## config.mk

```make
export PLATFORM = sky130hd
export DESIGN_NAME = sfx_sequencer
export DESIGN_NICKNAME = d
export VERILOG_FILES = /design/src/rtl/sfx_sequencer.sv
export SDC_FILE = /design/constraint.sdc
export NUM_CORES = 1
export LEC_CHECK = 0
export BUFFER_PORTS_ARGS = -buffer_cell sky130_fd_sc_hd__buf_2
export CAP_MARGIN = 20
export CORE_UTILIZATION = 48
export DETAILED_ROUTE_END_ITERATION = 8
export PLACE_DENSITY = 0.7
export SLEW_MARGIN = 20
export SYNTH_ARGS = -nofsm -noshare
export SYNTH_HDL_FRONTEND = slang
export SYNTH_SLANG_ARGS = --single-unit
```

## constraint.sdc

```tcl
create_clock -name i_clk -period 5 [get_ports i_clk]
set_input_delay 1 -clock i_clk [delete_from_list [all_inputs] [get_ports i_clk]]
set_output_delay 1 -clock i_clk [all_outputs]
set_load 0.02 [all_outputs]
```

## src/rtl/sfx_sequencer.sv

```systemverilog
// sfx_sequencer: event-driven sound-effect melody player feeding note_gen
// Ports:
//   i_clk, i_rst_n            audio-domain clock, asynchronous active-low reset
//   i_jump_tgl, i_land_tgl,
//   i_cd_tgl, i_over_tgl      toggle-encoded events from the pixel-clock domain
//   i_cd_code                 countdown value, travels alongside i_cd_tgl
//   i_mute                    silences o_note_div without stopping the sequence
//   o_note_div                note_gen divider, 1 = silence
//   o_active                  high while a sequence plays
//   o_cur_id                  current/last sequence: 0 JUMP, 1 LAND, 2 CD, 3 OVER
//   o_drop_cnt                saturating count of events lost to arbitration
module sfx_sequencer #(
    parameter int TICK_CYCLES = 5000000,
    parameter int DIV_W       = 22
) (
    input  logic             i_clk,
    input  logic             i_rst_n,
    input  logic             i_jump_tgl,
    input  logic             i_land_tgl,
    input  logic             i_cd_tgl,
    input  logic [2:0]       i_cd_code,
    input  logic             i_over_tgl,
    input  logic             i_mute,
    output logic [DIV_W-1:0] o_note_div,
    output logic             o_active,
    output logic [1:0]       o_cur_id,
    output logic [7:0]       o_drop_cnt
);
    localparam int TW = $clog2(6 * TICK_CYCLES);
    localparam int C4 = 190839, D4 = 170068, E4 = 151515, A4 = 113636, B4 = 101214;

    typedef enum logic [1:0] {IDLE, PLAY, NEXT} state_t;
    typedef struct packed {
        logic [DIV_W-1:0] div;
        logic [2:0]       dur;
        logic             last;
    } step_t;

    function automatic step_t mk(input int div, input int dur, input logic last);
        mk.div  = DIV_W'(div);
        mk.dur  = 3'(dur);
        mk.last = last;
    endfunction

    function automatic step_t rom(input logic [1:0] id, input logic [1:0] code, input logic [1:0] step);
        case (id)
            2'd0:    rom = (step == 2'd0) ? mk(C4, 2, 1'b0) : mk(E4, 2, 1'b1);
            2'd1:    rom = mk(A4, 2, 1'b1);
            2'd2:    rom = (code == 2'd3) ? mk(C4, 3, 1'b1) :
                           (code == 2'd2) ? mk(D4, 3, 1'b1) :
                           (code == 2'd1) ? mk(E4, 3, 1'b1) : mk(B4, 6, 1'b1);
            default: rom = (step == 2'd0) ? mk(B4, 3, 1'b0) :
                           (step == 2'd1) ? mk(A4, 3, 1'b0) :
                           (step == 2'd2) ? mk(E4, 3, 1'b0) : mk(C4, 6, 1'b1);
        endcase
    endfunction

    state_t           r_state;
    logic [3:0]       r_s0, r_s1, r_prev, r_ev;
    logic [2:0]       r_code0, r_code1;
    logic [1:0]       r_code_ev, r_code, r_step, r_id;
    logic [TW-1:0]    r_timer;
    logic [DIV_W-1:0] r_note_div;
    logic             r_active;
    logic [7:0]       r_drop;

    logic [1:0] w_win;
    logic [2:0] w_hits, w_lost;
    logic       w_accept;
    logic [8:0] w_sum;
    step_t      w_new, w_cur, w_nxt;

    // Event bits are indexed by sequence id, so the highest set bit is the priority winner
    assign w_win    = r_ev[3] ? 2'd3 : r_ev[2] ? 2'd2 : r_ev[1] ? 2'd1 : 2'd0;
    assign w_hits   = 3'(r_ev[0]) + 3'(r_ev[1]) + 3'(r_ev[2]) + 3'(r_ev[3]);
    assign w_accept = (|r_ev) && (r_state == IDLE || w_win >= r_id);
    assign w_lost   = w_hits - 3'(w_accept);
    assign w_sum    = 9'(r_drop) + 9'(w_lost);
    assign w_new    = rom(w_win, r_code_ev, 2'd0);
    assign w_cur    = rom(r_id, r_code, r_step);
    assign w_nxt    = rom(r_id, r_code, r_step + 2'd1);

    always_ff @(posedge i_clk or negedge i_rst_n) begin
        if (!i_rst_n) begin
            r_state    <= IDLE;
            r_s0       <= '0;
            r_s1       <= '0;
            r_prev     <= '0;
            r_ev       <= '0;
            r_code0    <= '0;
            r_code1    <= '0;
            r_code_ev  <= '0;
            r_code     <= '0;
            r_step     <= '0;
            r_id       <= '0;
            r_timer    <= '0;
            r_note_div <= DIV_W'(1);
            r_active   <= 1'b0;
            r_drop     <= '0;
        end else begin
            r_s0    <= {i_over_tgl, i_cd_tgl, i_land_tgl, i_jump_tgl};
            r_s1    <= r_s0;
            r_prev  <= r_s1;
            r_code0 <= i_cd_code;
            r_code1 <= r_code0;
            // Countdown codes 4-7 are masked here so they never reach arbitration or the drop count
            r_ev    <= (r_s1 ^ r_prev) & {1'b1, ~r_code1[2], 2'b11};
            if (r_s1[2] ^ r_prev[2])
                r_code_ev <= r_code1[1:0];
            r_drop  <= w_sum[8] ? 8'hff : w_sum[7:0];
            if (w_accept) begin
                r_state    <= PLAY;
                r_id       <= w_win;
                r_code     <= r_code_ev;
                r_step     <= '0;
                r_timer    <= TW'(w_new.dur) * TW'(TICK_CYCLES) - TW'(1);
                r_active   <= 1'b1;
                r_note_div <= i_mute ? DIV_W'(1) : w_new.div;
            end else begin
                case (r_state)
                    PLAY: begin
                        r_note_div <= i_mute ? DIV_W'(1) : w_cur.div;
                        if (r_timer == '0)
                            r_state <= NEXT;
                        else
                            r_timer <= r_timer - TW'(1);
                    end
                    NEXT: begin
                        if (w_cur.last) begin
                            r_state    <= IDLE;
                            r_active   <= 1'b0;
                            r_note_div <= DIV_W'(1);
                        end else begin
                            r_state    <= PLAY;
                            r_step     <= r_step + 2'd1;
                            r_timer    <= TW'(w_nxt.dur) * TW'(TICK_CYCLES) - TW'(1);
                            r_note_div <= i_mute ? DIV_W'(1) : w_nxt.div;
                        end
                    end
                    default: begin
                        r_active   <= 1'b0;
                        r_note_div <= DIV_W'(1);
                    end
                endcase
            end
        end
    end

    assign o_note_div = r_note_div;
    assign o_active   = r_active;
    assign o_cur_id   = r_id;
    assign o_drop_cnt = r_drop;
endmodule

```

==> run metrics <==
Post-CTS Resized=0; largest net degree at the start of global routing=about 80; Final Cell Area=5172 sq um; crit path kind=flop to flop; synth top area cells=dfrtp_1 42%, ha_1 8.7%, o21ai_0 5.3%; Core Footprint=9415 sq um; Residual DRC=0; Yosys cell types=64; FF-to-FF setup slack=between 500 and 600 ps; R2R depth=19; Final Util=0.5494; Hold Crit Class=flop to flop; register area=2028 sq um; CTS Sinks=between 80 and 90; pwr/cell area=619.0 nW/um^2; initial antenna violation count=0; global placer's final weighted congestion=~0.93; number of flops mapped to enable cells by yosys=0; Post-Route WL=10.88 mm; leakage=~2.3 nW; vias per inst=a little under 6; dpl hpwl=7.595 mm; Hold Buf Count CTS=0; deepest clock path buffer count=2; Slew @ Worst Pin=951.3 ps; most frequent cells in the layout=80 x dfrtp_1, 50 x o21ai_0, 41 x nand2_1, 41 x nor2_1; Hold Path Depth=0; Final Setup Violations=0; Syn Area/Cell=between 9 and 10 sq um; worst hold path endpoint=r_s1[3]; Crit. End Element=flop; hold_ws=352.6 ps; Vias=roughly 3,900; first drt pass iteration count=7; YS warnings=0; most used flip-flop cell after synthesis=dfrtp_1; postcts setup bufs=0; setup TNS=0 ps; Syn Inst Count=slightly above 500; vias in the first global route=3,697; worst r2r src=r_ev[2]; synthesized cell area=4756 sq um; clk_skew=between 15 and 20 ps; Avg WL per Cell=16.15 um; width of the chip=101.5 um; Detail Route Antenna Nets=0; most common cell after layout, fill and taps aside=dfrtp_1; status=finished, final reports clean; Seq/Total Area, Yosys=0.4265; H-tree depth=3; Slew headroom=0.3600; ANT cells=0; num ports=43; Area Growth Syn to Fin=8.761%; Multi-input gate area=roughly 2500 sq um; total power=3.202 mW; CTS Buf Count=9; CP max FO=7; first-pass GRT wire length=18.02 mm; initial core utilization=0.5051; GRT overflow=0; TritonCTS clock tree=built; Final #Nets=586; period utilisation layout=0.8927; Peak supply drop=0.2880 mV; Fin. Hold Viols=0; Max Cap Viol=0; Initial DRC Count=241; placed instance area=4985 sq um; crit path time final=about 4500 ps; Synth async-reset ratio=1.000; DIE AREA=10,310 sq um; leading area contributor after synthesis=dfrtp_1; die height=101.5 um; clk slew on worst S/H paths=100 ps; FF+latch count, synth=81; Cell Rows=35; hold_sp=r_s0[3]; WP data required=between 5000 and 6000 ps; proportion of layout cells with a drive suffix above 1=0.1229; Fmax=224.0 MHz; clk_lat worst skew=roughly 360 ps; top-area cell type share of the netlist area=0.4209; critical path data arrival time=about 4800 ps; layout filler cell count=just under 900; Slew Viols, Final=0; Setup crit start kind=flop; GRT Overall Usage=0.2277; reg-to-reg endpoint=o_drop_cnt[0]; Root Driver=clkbuf_8; RSZ-0062 raised after global routing=no; port buffer count=38
[through the flow]
step,instances,setup slack (ps)
floorplan,519,639.7
global placement,658,733.3
detailed placement,658,553.8
CTS,674,552.6
global route,674,234.5
finish,674,536.7
[registers in the layout, summed over array words and instances (netlist names), 3 cells and up]
name	flops
o_drop_cnt	8
o_note_div	15
r_code0	3
r_code1	3
r_ev	4
r_prev	4
r_s0	4
r_s1	4
r_timer	25
[worst max-delay path, stage by stage (launching register included)]
cell	delay (ps)
dfrtp_1	440
nor2_1	270
nor2_1	120
ha_1	270
nand2b_1	140
a211o_1	390
nand2_4	90
inv_2	40
ha_1	280
fa_1	480
inv_1	40
ha_1	180
fa_1	500
inv_1	60
fa_1	420
inv_1	70
a21oi_1	110
nor2_1	160
nand3_1	200
nand2b_1	140
[cells by family after synthesis]
group,synth area share
AO/OA/AOI/OAI,0.2181
XOR/XNOR,0.02210
adder cells (fa/ha/maj),0.09945
buffers and inverters,0.05393
flip-flops,0.4265
multiplexers,0.01105
other,0.0007885
AND/OR/NAND/NOR,0.1681
[layout make-up]
class,count,share of cell area
well taps,129,0.03120
flip-flops and latches,81,0.3921
clock buffers,9,0.02395
clock inverters,7,0.01161
inverters,26,0.01887
repair buffers,41,0.04233
multi-input cells,381,0.4799
[metal layers]
layer	GRT usage	vias up	routed length, um
met5	0	-	0
li1	-	1892	-
met4	0.1126	0	312
met3	0.03175	26	575
met1	0.3186	1852	4999
met2	0.3477	154	4995
[where the power goes]
group	internal, mW	total, mW	switching (mW)
registers	0.865	1.05	0.188
clock network	0.190	0.457	0.267
logic	0.634	1.69	1.06
[cell usage after synthesis, types with 4 or more instances]
cell,count
a31oi_1,9
a21oi_1,37
o21ai_0,50
a211oi_1,4
nor2_1,41
buf_4,9
and2_1,4
o21ai_1,5
nor3_1,15
o2bb2ai_1,5
o22ai_1,6
o31ai_1,4
dfrtp_1,80
nand3_1,10
clkbuf_1,13
o22a_1,4
nand2_1,41
nor4_1,8
a21o_1,6
nand2b_1,13
buf_2,7
inv_1,25
ha_1,33
xor2_1,9
nor2b_1,7
a22oi_1,4
[worst max path at each step]
stage	start	endpoint	depth (start not counted)
finish	r_ev[2]	o_drop_cnt[0]	19
global route	r_ev[2]	o_drop_cnt[0]	19
CTS	r_ev[2]	o_drop_cnt[0]	19
detailed placement	r_ev[2]	o_drop_cnt[0]	19
global placement	r_ev[2]	o_drop_cnt[0]	19
floorplan	r_ev[2]	o_drop_cnt[0]	20
No activity file was read; power rests on OpenSTA's default activity.
